[config.mk]
export PLATFORM = sky130hd
export DESIGN_NAME = mem_arbiter
export DESIGN_NICKNAME = d
export VERILOG_FILES = /design/src/rtl/mem_arbiter.sv
export SDC_FILE = /design/constraint.sdc
export NUM_CORES = 1
export LEC_CHECK = 0
export BUFFER_PORTS_ARGS = -buffer_cell sky130_fd_sc_hd__clkbuf_2
export CAP_MARGIN = 20
export CORE_AREA = 5 5 67 69
export CTS_CLUSTER_SIZE = 30
export DETAILED_ROUTE_END_ITERATION = 12
export DIE_AREA = 0 0 72 74
export PLACE_DENSITY_LB_ADDON = 0.1
export SLEW_MARGIN = 20
export SYNTH_ARGS = -nofsm -noshare
export SYNTH_HDL_FRONTEND = slang
export SYNTH_SLANG_ARGS = --single-unit
[constraint.sdc]
create_clock -name clk -period 3.3 [get_ports clk]
set_input_delay 0.495 -clock clk [delete_from_list [all_inputs] [get_ports clk]]
set_output_delay 0.495 -clock clk [all_outputs]
set_load 0.005 [all_outputs]
[src/rtl/mem_arbiter.sv]
`default_nettype none
// +-------------------------------------------------------------------------+
// | mem_arbiter: round-robin CPU/bootloader arbiter onto a single RAM port. |
// | Revision: 1.0                                                           |
// +-------------------------------------------------------------------------+
module mem_arbiter #(
  parameter int ADDR_W   = 5,
  parameter int DATA_W   = 8,
  parameter int READ_LAT = 1
) (
  input  logic              clk,
  input  logic              reset,
  input  logic              cpu_req,
  input  logic              cpu_we,
  input  logic [ADDR_W-1:0] cpu_addr,
  input  logic [DATA_W-1:0] cpu_wdata,
  output logic              cpu_gnt,
  output logic              cpu_done,
  output logic [DATA_W-1:0] cpu_rdata,
  input  logic              ldr_req,
  input  logic              ldr_we,
  input  logic [ADDR_W-1:0] ldr_addr,
  input  logic [DATA_W-1:0] ldr_wdata,
  output logic              ldr_gnt,
  output logic              ldr_done,
  output logic [DATA_W-1:0] ldr_rdata,
  input  logic              ldr_lock,
  output logic [ADDR_W-1:0] mem_addr,
  output logic [DATA_W-1:0] mem_wdata,
  output logic              mem_we,
  output logic              mem_re,
  input  logic [DATA_W-1:0] mem_rdata,
  output logic              busy
);

  localparam logic [1:0] S_IDLE    = 2'd0;
  localparam logic [1:0] S_ISSUE   = 2'd1;
  localparam logic [1:0] S_WAIT    = 2'd2;
  localparam logic [1:0] WAIT_INIT = 2'(READ_LAT - 1);

  logic [1:0]        state_q, state_d;
  logic [1:0]        cnt_q, cnt_d;
  logic              owner_q, owner_d;         // 1 = loader owns the access
  logic              last_ldr_q, last_ldr_d;   // 1 = loader was granted last
  logic              cpu_gnt_q, cpu_gnt_d, cpu_done_q, cpu_done_d;
  logic              ldr_gnt_q, ldr_gnt_d, ldr_done_q, ldr_done_d;
  logic [DATA_W-1:0] cpu_rdata_q, cpu_rdata_d, ldr_rdata_q, ldr_rdata_d;
  logic [ADDR_W-1:0] mem_addr_q, mem_addr_d;
  logic [DATA_W-1:0] mem_wdata_q, mem_wdata_d;
  logic              mem_we_q, mem_we_d, mem_re_q, mem_re_d;
  logic              busy_q, busy_d;

  logic cpu_elig, ldr_elig, pick_ldr;

  always_comb begin
    cpu_elig    = cpu_req & ~ldr_lock;
    ldr_elig    = ldr_req;
    // Loader wins unless the CPU is also eligible and the loader went last.
    pick_ldr    = ldr_elig & (~cpu_elig | ~last_ldr_q);

    state_d     = state_q;
    cnt_d       = cnt_q;
    owner_d     = owner_q;
    last_ldr_d  = last_ldr_q;
    cpu_gnt_d   = 1'b0;
    cpu_done_d  = 1'b0;
    ldr_gnt_d   = 1'b0;
    ldr_done_d  = 1'b0;
    cpu_rdata_d = cpu_rdata_q;
    ldr_rdata_d = ldr_rdata_q;
    mem_addr_d  = mem_addr_q;
    mem_wdata_d = mem_wdata_q;
    mem_we_d    = 1'b0;
    mem_re_d    = 1'b0;

    case (state_q)
      S_IDLE: begin
        if (cpu_elig || ldr_elig) begin
          state_d    = S_ISSUE;
          owner_d    = pick_ldr;
          last_ldr_d = pick_ldr;
          if (pick_ldr) begin
            ldr_gnt_d   = 1'b1;
            mem_addr_d  = ldr_addr;
            mem_wdata_d = ldr_wdata;
            mem_we_d    = ldr_we;
            mem_re_d    = ~ldr_we;
          end else begin
            cpu_gnt_d   = 1'b1;
            mem_addr_d  = cpu_addr;
            mem_wdata_d = cpu_wdata;
            mem_we_d    = cpu_we;
            mem_re_d    = ~cpu_we;
          end
        end
      end
      S_ISSUE: begin
        if (mem_we_q) begin
          state_d    = S_IDLE;
          ldr_done_d = owner_q;
          cpu_done_d = ~owner_q;
        end else begin
          state_d = S_WAIT;
          cnt_d   = WAIT_INIT;
        end
      end
      S_WAIT: begin
        if (cnt_q == 2'd0) begin
          state_d    = S_IDLE;
          ldr_done_d = owner_q;
          cpu_done_d = ~owner_q;
          if (owner_q) ldr_rdata_d = mem_rdata;
          else         cpu_rdata_d = mem_rdata;
        end else begin
          cnt_d = cnt_q - 2'd1;
        end
      end
      default: state_d = S_IDLE;
    endcase

    busy_d = (state_d != S_IDLE);
  end

  always_ff @(posedge clk) begin
    if (!reset) begin
      state_q     <= S_IDLE;
      cnt_q       <= 2'd0;
      owner_q     <= 1'b0;
      last_ldr_q  <= 1'b0;
      cpu_gnt_q   <= 1'b0;
      cpu_done_q  <= 1'b0;
      ldr_gnt_q   <= 1'b0;
      ldr_done_q  <= 1'b0;
      cpu_rdata_q <= '0;
      ldr_rdata_q <= '0;
      mem_addr_q  <= '0;
      mem_wdata_q <= '0;
      mem_we_q    <= 1'b0;
      mem_re_q    <= 1'b0;
      busy_q      <= 1'b0;
    end else begin
      state_q     <= state_d;
      cnt_q       <= cnt_d;
      owner_q     <= owner_d;
      last_ldr_q  <= last_ldr_d;
      cpu_gnt_q   <= cpu_gnt_d;
      cpu_done_q  <= cpu_done_d;
      ldr_gnt_q   <= ldr_gnt_d;
      ldr_done_q  <= ldr_done_d;
      cpu_rdata_q <= cpu_rdata_d;
      ldr_rdata_q <= ldr_rdata_d;
      mem_addr_q  <= mem_addr_d;
      mem_wdata_q <= mem_wdata_d;
      mem_we_q    <= mem_we_d;
      mem_re_q    <= mem_re_d;
      busy_q      <= busy_d;
    end
  end

  assign cpu_gnt   = cpu_gnt_q;
  assign cpu_done  = cpu_done_q;
  assign cpu_rdata = cpu_rdata_q;
  assign ldr_gnt   = ldr_gnt_q;
  assign ldr_done  = ldr_done_q;
  assign ldr_rdata = ldr_rdata_q;
  assign mem_addr  = mem_addr_q;
  assign mem_wdata = mem_wdata_q;
  assign mem_we    = mem_we_q;
  assign mem_re    = mem_re_q;
  assign busy      = busy_q;

endmodule
`default_nettype wire

==> metrics.md, run 1 <==
| Metric | Value |
|---|---|
| Pin count of the biggest net entering global routing | `36` |
| Hold slack | `0.4347 ns` |
| GRT Util Overall | `15.30%` |
| Status | `finished clean` |
| Share of layout cells above drive strength 1 | `35.52%` |
| Die Span Y | `74 um` |
| Syn Inst Count | `183` |
| RR Startpoint | `state_q[0]` |
| Syn. warnings | `0` |
| Initial antenna violation count | `0` |
| Core footprint | `0.003856 sq mm` |
| DR WL met3 | `297 um` |
| Power density cells | `584.1 mW/mm^2` |
| FILL cells | `401` |
| RSZ-0062 raised after global routing | `no` |
| Crit end category | `flip-flop` |
| Hold bufs inserted after CTS | `0` |
| Tmin final | `1.581 ns` |
| Sw frac | `27.80%` |
| Overall power | `1.283 mW` |
| Area contributors post-synth | `dfxtp_1, mux2i_1, o22ai_1, o21ai_1, nand2_1` |
| Routed met2 length | `1.762 mm` |
| Syn Nets | `229` |
| Root Driver | `clkbuf_8` |
| Yosys cell types | `31` |
| Critical Path Stages | `5` |
| Final TNS setup | `0 ns` |
| Final #Nets | `304` |
| Routed Antenna Nets | `0` |
| Flop pwr share | `45.7%` |
| Vias in the first global route | `1504` |
| Max cap viols | `0` |
| Clock sinks | `41` |
| Internal power | `0.9260 mW` |
| VDD IR max | `330.5 uV` |
| Clk_skew | `0.005546 ns` |
| Average routed wire per standard cell | `12.51 um` |
| Die X | `72 um` |
| P_leak | `1.043 nW` |
| Diode count | `0` |
| # placed instances | `301` |
| Worst min-delay path category | `primary input to flip-flop` |
| FMAX | `632.4 MHz` |
| Most common cell after layout, fill and taps aside | `clkbuf_2` |
| H-tree depth | `2` |
| Share of the synthesized area in the top cell type | `49.10%` |
| Syn avg cell area | `9.134 sq um` |
| Synthesized area | `0.001672 sq mm` |
| DRT met1 WL | `1.762 mm` |
| PostCTS Resize Cnt | `0` |
| Port-buffer cells | `76` |
| Cell family with most CP delay | `compound AO/OA/AOI/OAI gates` |
| Final number of setup-violating endpoints | `0` |
| DP Wirelength | `2.837 mm` |
| Initial Utilization | `43.35%` |
| Worst Setup EP | `busy` |
| Leading area contributor after synthesis | `dfxtp_1` |
| CP cell instances | `inv_1 -> ha_1 -> nor2b_1 -> a221oi_1 -> a31oi_1` |
| Global route total overflow | `0` |
| Req. time, crit path | `3.47 ns` |
| First-pass GRT wire length | `6.410 mm` |
| DIE AREA | `0.005328 sq mm` |
| Io pins | `77` |
| Tcrit/Tclk final | `47.92%` |
| Buf/Inv on CP | `1` |
| Cells on worst reg2reg path | `5` |
| Post-CTS setup buffer count | `0` |
| Core Rows | `23` |
| Combinational share of power | `21.7%` |
| Internal reg-to-reg setup slack | `1.72 ns` |
| Total CTS buffers | `5` |
| Slowest CP cell | `dfxtp_1` |
| Via Count | `1481` |
| Crit-path max cell delay | `0.38 ns` |
| Max FO, Critical Path | `8` |
| Max Used Layer | `met4` |
| Register bit total from synthesis | `41` |
| Slew @ Worst Pin | `0.6135 ns` |
| Slew Viols, Final | `0` |
| Max transition margin | `59.10%` |
| Number of synthesized flops with an enable pin | `0` |
| Crit path DAT | `1.75 ns` |
| Net switching power | `0.3566 mW` |
| Clock slew at reported path FFs | `0.08 ns` |
| Starting DRT DRC Count | `70` |
| Seq/Total Area, Yosys | `49.10%` |
| Ys async rst share | `0%` |
| Clk buf depth | `2` |
| Post-synth top flop | `dfxtp_1` |
| Clk pwr share | `32.6%` |
| Non-Filler Instances | `309` |
| Critical Path Source Type | `flip-flop` |
| Area growth syn-to-layout | `31.36%` |
| WS Path Type | `flip-flop to flip-flop` |
| Worst-skew pair later-pin latency | `0.29 ns` |
| Hold Vio Cnt, Final | `0` |
| DRC Markers | `0` |
| Worst reg2reg endpoint | `busy` |
| First-pass DRT Iterations | `4` |
| Routability cong. | `0.8557` |
| Post-DR vias/cell | `4.793` |
| Most frequent cells in the layout | `clkbuf_2, dfxtp_1, nand2_1, nor2_1, o21ai_1` |
| Drt total wl | `3.865 mm` |
| CP startpoint | `state_q[0]` |
| CTS tree | `yes` |
==> cell usage after synthesis (all sizes together), types with 2 or more instances <==
| library cell | n |
|---|---|
| nand2 | 21 |
| mux2i | 9 |
| ha | 5 |
| dfxtp | 41 |
| o21ai | 18 |
| a21boi | 8 |
| nor2 | 21 |
| nor2b | 13 |
| inv | 6 |
| clkbuf | 3 |
| o22ai | 13 |
| a22oi | 2 |
| nand2b | 2 |
| nand3 | 5 |
| buf | 5 |
| a211oi | 2 |
==> worst min-delay path by stage <==
stage	slack (ns)	to	startpoint	cells past startpoint
3_3_place_gp	0.44	cpu_rdata[2]	cpu_rdata[2]	2
3_5_place_dp	0.45	cpu_rdata[2]	cpu_rdata[2]	2
4_1_cts	0.42	cpu_rdata[2]	mem_rdata[2]	3
2_1_floorplan	0.45	cpu_rdata[0]	cpu_rdata[0]	2
5_1_grt	0.44	cpu_rdata[3]	mem_rdata[3]	3
6_report	0.43	cpu_rdata[3]	mem_rdata[3]	3
==> cell families (layout without fill, tap and decap cells) <==
group | count (synthesis) | in the layout | share of synthesized area, %
buffers and inverters | 14 | 90 | 3.668
adder cells (fa/ha/maj) | 5 | 5 | 3.743
multiplexers | 9 | 9 | 5.389
AO/OA/AOI/OAI | 49 | 49 | 18.71
flip-flops | 41 | 41 | 49.10
AND/OR/NAND/NOR | 65 | 65 | 19.39
==> registers in the layout (all words and copies together), names as in the netlist, 2 cells and up <==
name / cells
cnt_q: 2
mem_addr: 5
state_q: 2
mem_wdata: 8
cpu_rdata: 8
ldr_rdata: 8
==> routing by layer <==
metal	vias to the layer above	GRT usage [%]
li1	779	-
met1	644	19.21
met2	53	24.90
met3	5	5.135
met4	0	5.010
met5	-	0
==> through the flow <==
stage                     util [%]  area [sq um]  setup WS [ns]
after floorplan                  -          1672          1.881
after global routing         56.94          2196          1.604
after global placement       53.83          2076          1.768
after detailed placement     53.83          2076          1.758
after CTS                    56.94          2196          1.739
final                        56.94          2196          1.719
==> tightest hold or removal path: stages <==
cell and delay [ns]:
clkbuf_2 0.09, nand2_1 0.05, a21boi_1 0.05
==> area by class of cell <==
type | instances | area (sq um) | area share [%]
tap | 50 | 62.56 | 2.849
sequential | 41 | 820.8 | 37.38
clock buffer | 6 | 82.58 | 3.761
clock inverter | 2 | 37.54 | 1.709
inverter | 6 | 22.52 | 1.026
multi-input combinational | 128 | 789.5 | 35.95
timing repair buffer | 76 | 380.4 | 17.32
==> power by group through the flow <==
stage	Clock, mW	Sequential (mW)	Combinational (mW)
2_1_floorplan	0	0.597	0.173
3_3_place_gp	0	0.598	0.279
3_5_place_dp	0	0.596	0.282
4_1_cts	0.431	0.586	0.282
5_1_grt	0.456	0.594	0.312
6_report	0.418	0.586	0.279
Power figures use the tool's default switching activity.
==> run 2, diff against run 1 <==
--- a/config.mk
+++ b/config.mk
@@ -7,10 +7,10 @@
 export LEC_CHECK = 0
 export BUFFER_PORTS_ARGS = -buffer_cell sky130_fd_sc_hd__clkbuf_2
 export CAP_MARGIN = 20
-export CORE_AREA = 5 5 67 69
+export CORE_AREA = 5 5 70 72
 export CTS_CLUSTER_SIZE = 30
 export DETAILED_ROUTE_END_ITERATION = 12
-export DIE_AREA = 0 0 72 74
+export DIE_AREA = 0 0 75 77
 export PLACE_DENSITY_LB_ADDON = 0.1
 export SLEW_MARGIN = 20
 export SYNTH_ARGS = -nofsm -noshare
==> constraint.sdc (replaced) <==
create_clock -name clk -period 1.3 [get_ports clk]
set_input_delay 0.195 -clock clk [delete_from_list [all_inputs] [get_ports clk]]
set_output_delay 0.195 -clock clk [all_outputs]
set_load 0.005 [all_outputs]
==> metrics.md, run 2 (synthesized netlist as in run 1, its figures left out) <==
| Metric | Value |
|---|---|
| Status | `finished clean` |
| Top Usage Layer GRT | `met2` |
| Pin count of the biggest net entering global routing | `16 (-56%)` |
| Tmin final | `1.243 ns (-0.3388 ns)` |
| DIE AREA | `0.005775 sq mm (+8.4%)` |
| Core Rows | `24 (+4.3%)` |
| Total CTS buffers | `5 (unchanged)` |
| CTS tree | `yes` |
| Final number of setup-violating endpoints | `0 (unchanged)` |
| Port-buffer cells | `76 (unchanged)` |
| GRT Util Overall | `15.51% (+0.21 points)` |
| Average routed wire per standard cell | `13.53 um (+8.1%)` |
| First-pass GRT wire length | `7.155 mm (+12%)` |
| Clock sinks | `41 (unchanged)` |
| Via Count | `1561 (+5.4%)` |
| First-pass DRT Iterations | `4 (unchanged)` |
| Crit-path max cell delay | `0.36 ns (-0.02 ns)` |
| Most frequent cells in the layout | `clkbuf_2, dfxtp_1, nand2_1, nor2_1, o21ai_1` |
| Root Driver | `clkbuf_8` |
| Die Span Y | `77 um (+4.1%)` |
| Req. time, crit path | `1.52 ns (-1.95 ns)` |
| Clock slew at reported path FFs | `0.08 ns (about the same)` |
| Area growth syn-to-layout | `46.41%` |
| FMAX | `804.8 MHz (+27%)` |
| H-tree depth | `2 (unchanged)` |
| Power density cells | `1353 mW/mm^2 (+130%)` |
| Max transition margin | `81.78% (+23 points)` |
| Core footprint | `0.004234 sq mm (+9.8%)` |
| Crit end category | `flip-flop` |
| Critical Path Source Type | `flip-flop` |
| Met3 Use GR | `5.621% (+0.49 points)` |
| Routability cong. | `0.7240 (-15%)` |
| GR Util met2 | `26.39% (+1.5 points)` |
| Slew @ Worst Pin | `0.2733 ns (-0.3403 ns)` |
| Clk_skew | `0.009959 ns (+0.004414 ns)` |
| WS Path Type | `flip-flop to flip-flop` |
| Starting DRT DRC Count | `31 (-56%)` |
| Hold Vio Cnt, Final | `0 (unchanged)` |
| Crit path DAT | `1.46 ns (-0.29 ns)` |
| Tcrit/Tclk final | `95.58% (+48 points)` |
| Diode count | `0 (unchanged)` |
| Slowest CP cell | `dfxtp_4` |
| Initial antenna violation count | `0 (unchanged)` |
| Hold bufs inserted after CTS | `0 (unchanged)` |
| Vias in the first global route | `1660 (+10%)` |
| DRC Markers | `0 (unchanged)` |
| CP cell instances | `buf_4 -> ha_4 -> a211oi_2 -> a21o_1 -> a22oi_1 -> nor2b_1` |
| Initial Utilization | `39.48% (-3.9 points)` |
| P_leak | `1.136 nW (+8.8%)` |
| GR Util met1 | `17.84% (-1.4 points)` |
| Fin util | `57.80% (+0.86 points)` |
| Routed Antenna Nets | `0 (unchanged)` |
| Post-Place Cell Area | `0.002201 sq mm (+6.0%)` |
| DP Wirelength | `3.180 mm (+12%)` |
| Worst-skew pair later-pin latency | `0.29 ns (about the same)` |
| Worst min-delay path category | `primary input to flip-flop` |
| Drt total wl | `4.423 mm (+14%)` |
| Io pins | `77 (unchanged)` |
| Clk buf depth | `2 (unchanged)` |
| Max cap viols | `0 (unchanged)` |
| Hold slack | `0.1326 ns (-0.3021 ns)` |
| Slew Viols, Final | `0 (unchanged)` |
| Global route total overflow | `0 (unchanged)` |
| Post-DR vias/cell | `4.774 (-0.40%)` |
| Die X | `75 um (+4.2%)` |
| Most common cell after layout, fill and taps aside | `clkbuf_2` |
| Max FO, Critical Path | `4 (-4)` |
| Design Area, Final | `0.002447 sq mm (+11%)` |
| Share of layout cells above drive strength 1 | `47.27% (+12 points)` |
| VDD IR max | `528.1 uV (+60%)` |
| Final #Nets | `321 (+5.6%)` |
## run 2: changes by cell type in the layout (fill, tap and decap cells not counted), sizes merged
| cell | before | now |
|---|---|---|
| bufinv | 1 | 0 |
| o21a | 1 | 2 |
| buf | 0 | 16 |
## run 2: final cells by class
cell class | count | area [sq um]
Clock buffer | 6 | 82.58
Clock inverter | 1 | 7.507
Fill cell | 392 | 1787
Inverter | 6 | 27.53
Multi-Input combinational cell | 129 | 920.9
Sequential cell | 41 | 830.8
Tap cell | 52 | 65.06
Timing Repair Buffer | 92 | 513.0
## run 2: what timing repair did
item	CTS	global route
endpoints found under the setup margin	25	36
gates resized for setup	6	23
setup buffers	0	3
pin swaps	2	5
cloned	0	1
## run 2: power breakdown
group	switching (mW)	internal [mW]
sequential	0.0885	1.40
clock	0.443	0.420
combinational	0.473	0.481
## run 2: routing by layer
metal	up-vias	share of wire [%]	wire length [um]
li1	818	-	-
met1	689	42	1875
met2	50	50	2193
met3	4	7.3	322
met4	0	0.70	31
met5	-	0	0
## run 2: metrics by stage
step | TNS [ns] | cells | worst slack [ns] | power (mW)
finish | 0 | 327 | 0.05747 | 3.310
floorplan | -0.02826 | 183 | -0.02826 | 1.974
detailed placement | -0.6921 | 316 | -0.08199 | 2.330
global placement | -0.07738 | 316 | -0.03452 | 2.330
CTS | -0.01146 | 323 | -0.01146 | 3.218
global route | -0.03084 | 327 | -0.01462 | 3.530
## run 2: final timing paths
check	end	depth (start not counted)	slack (ns)	from
setup / recovery	cnt_q[0]	6	0.06	state_q[0]
hold / removal	mem_wdata[4]	3	0.13	cpu_wdata[4]
hold reg to reg	cpu_rdata[5]	2	0.46	cpu_rdata[5]
setup reg to reg	cnt_q[0]	6	0.06	state_q[0]
## run 2: worst max-delay path, delay by kind of cell, from the launching register on
family	cells	cell delay (ns)
flip-flops	1	0.36
AND/OR/NAND/NOR	1	0.12
adder cells (fa/ha/maj)	1	0.17
buffers and inverters	1	0.14
AO/OA/AOI/OAI	3	0.39
==> run 3, diff against run 2 <==
--- a/config.mk
+++ b/config.mk
@@ -7,10 +7,10 @@
 export LEC_CHECK = 0
 export BUFFER_PORTS_ARGS = -buffer_cell sky130_fd_sc_hd__clkbuf_2
 export CAP_MARGIN = 20
-export CORE_AREA = 5 5 70 72
+export CORE_AREA = 5 5 71 73
 export CTS_CLUSTER_SIZE = 30
 export DETAILED_ROUTE_END_ITERATION = 12
-export DIE_AREA = 0 0 75 77
+export DIE_AREA = 0 0 76 78
 export PLACE_DENSITY_LB_ADDON = 0.1
 export SLEW_MARGIN = 20
 export SYNTH_ARGS = -nofsm -noshare
==> metrics.md, run 3 (synthesized netlist as in run 1, its figures left out) <==
| Metric | Value |
|---|---|
| First-pass GRT wire length | `6.810 mm (-4.8%)` |
| DP Wirelength | `3.044 mm (-4.3%)` |
| Die X | `76 um (+1.3%)` |
| Most frequent cells in the layout | `clkbuf_2, dfxtp_1, nor2_1, nand2_1, o21ai_1` |
| Drt total wl | `4.226 mm (-4.5%)` |
| Port-buffer cells | `76 (unchanged)` |
| Power density cells | `1436 mW/mm^2 (+6.2%)` |
| Total CTS buffers | `5 (unchanged)` |
| Clock slew at reported path FFs | `0.08 ns (about the same)` |
| FMAX | `798.2 MHz (-0.82%)` |
| Pin count of the biggest net entering global routing | `33 (+17)` |
| Final #Nets | `319 (-0.62%)` |
| Diode count | `0 (unchanged)` |
| RSZ-0062 raised after global routing | `yes` |
| Tcrit/Tclk final | `96.37% (+0.79 points)` |
| WS Path Type | `flip-flop to flip-flop` |
| Final TNS setup | `0 ns (unchanged)` |
| Average routed wire per standard cell | `12.96 um (-4.2%)` |
| Initial Utilization | `38.93% (-0.55 points)` |
| Req. time, crit path | `1.49 ns (-0.03 ns)` |
| Global route total overflow | `0 (unchanged)` |
| # placed instances | `311 (-1.6%)` |
| Starting DRT DRC Count | `70 (+130%)` |
| Share of layout cells above drive strength 1 | `45.26% (-2.0 points)` |
| VDD IR max | `739.6 uV (+40%)` |
| P_leak | `1.158 nW (+1.9%)` |
| Hold Vio Cnt, Final | `0 (unchanged)` |
| Slew @ Worst Pin | `0.2449 ns (-0.02834 ns)` |
| GRT Util Overall | `13.70% (-1.8 points)` |
| Status | `finished clean` |
| Max transition margin | `83.67% (+1.9 points)` |
| DRC Markers | `0 (unchanged)` |
| Die Span Y | `78 um (+1.3%)` |
| Max cap viols | `0 (unchanged)` |
| Buf/Inv on CP | `2 (+1)` |
| Overall power | `3.558 mW (+7.5%)` |
| Slowest CP cell | `dfxtp_4` |
| Initial antenna violation count | `0 (unchanged)` |
| Routed Antenna Nets | `0 (unchanged)` |
| Root Driver | `clkbuf_8` |
| Core Rows | `24 (unchanged)` |
| First-pass DRT Iterations | `4 (unchanged)` |
| Tmin final | `1.253 ns (+0.01022 ns)` |
| Clk buf depth | `2 (unchanged)` |
| FILL cells | `402 (+2.6%)` |
| Io pins | `77 (unchanged)` |
| Cell family with most CP delay | `flip-flops` |
| Crit path DAT | `1.44 ns (-0.02 ns)` |
| Area growth syn-to-layout | `48.20%` |
| Max FO, Critical Path | `7 (+3)` |
| Routability cong. | `0.7647 (+5.6%)` |
| Hold bufs inserted after CTS | `0 (unchanged)` |
| Post-DR vias/cell | `4.822 (+1.0%)` |
| H-tree depth | `2 (unchanged)` |
| CTS tree | `yes` |
| Via Count | `1572 (+0.70%)` |
| Non-Filler Instances | `326 (-0.31%)` |
| Worst min-delay path category | `primary input to flip-flop` |
| Final number of setup-violating endpoints | `0 (unchanged)` |
| Worst-skew pair later-pin latency | `0.29 ns (about the same)` |
| Clk_skew | `0.004586 ns (-0.005373 ns)` |
| Most common cell after layout, fill and taps aside | `clkbuf_2` |
| Crit end category | `flip-flop` |
| Slew Viols, Final | `0 (unchanged)` |
| CP cell instances | `inv_4 -> ha_4 -> o21a_4 -> buf_4 -> o22ai_1 -> nor2_1` |
| Clock sinks | `41 (unchanged)` |
| Critical Path Source Type | `flip-flop` |
| Vias in the first global route | `1525 (-8.1%)` |
| Crit-path max cell delay | `0.39 ns (+0.03 ns)` |
| Core footprint | `0.004294 sq mm (+1.4%)` |
| DIE AREA | `0.005928 sq mm (+2.6%)` |
run 3: cell types whose count changed in the layout (fill, tap and decap cells not counted), moves of 2 or more:
cell | previous run | this run
dfxtp_2 | 2 | 0
buf_4 | 15 | 11
o22ai_1 | 12 | 9
buf_12 | 1 | 3
dfxtp_1 | 37 | 39
o22ai_2 | 1 | 4
run 3: where the power goes:
part / internal [mW] / leakage, nW / total [mW] / switching, mW
registers: 1.40 / 0.337 / 1.50 / 0.0947
clock network: 0.626 / 0.0585 / 1.05 / 0.420
logic: 0.538 / 0.762 / 1.01 / 0.475
run 3: timing repair:
| action | CTS | global route |
|---|---|---|
| endpoints found under the setup margin | 32 | 36 |
| setup buffers | 2 | 5 |
| cloned | 0 | 0 |
| gates resized for setup | 6 | 19 |
| pin swaps | 2 | 6 |
run 3: worst paths after layout:
kind                startpoint           end  slack, ns  cells past startpoint
setup / recovery    state_q[1]  mem_wdata[1]       0.05                      6
setup reg to reg    state_q[1]  mem_wdata[1]       0.05                      6
hold / removal    cpu_wdata[5]  mem_wdata[5]       0.14                      3
hold reg to reg   cpu_rdata[3]  cpu_rdata[3]       0.46                      2
run 3: per-layer routing:
layer,vias to the layer above,track usage (%),share of wire (%),routed length [um]
met5,-,0,0,0
met4,0,3.737,0.95,40
met3,6,5.787,8.0,337
met2,52,21.58,46,1937
met1,703,17.16,45,1911
li1,811,-,-,-
run 3: through the flow:
step / cell area, sq um / setup WS (ns) / hold WS (ns) / util, %
6_report: 2477 / 0.04724 / 0.1374 / 57.69
3_5_place_dp: 2176 / -0.1196 / 0.4369 / 50.67
5_1_grt: 2477 / -0.01546 / 0.1314 / 57.69
3_3_place_gp: 2176 / -0.07973 / 0.4347 / 50.67
2_1_floorplan: 1687 / -0.02826 / 0.2869 / -
4_1_cts: 2333 / -0.02197 / 0.1302 / 54.34
run 3: cell type report:
class                           instances  area (sq um)  area share (%)
Multi-Input combinational cell        128         905.9           36.57
Tap cell                               52         65.06           2.626
Inverter                                6         27.53           1.111
Clock buffer                            7         86.33           3.485
Sequential cell                        41         828.3           33.43
Clock inverter                          1         30.03           1.212
Timing Repair Buffer                   91         534.3           21.57
run 3: worst reg2reg max path, delay by kind of cell, from the launching register on:
kind                     cells  cell delay [ns]
adder cells (fa/ha/maj)      1             0.19
flip-flops                   1             0.39
buffers and inverters        2             0.22
AO/OA/AOI/OAI                2             0.30
AND/OR/NAND/NOR              1             0.06
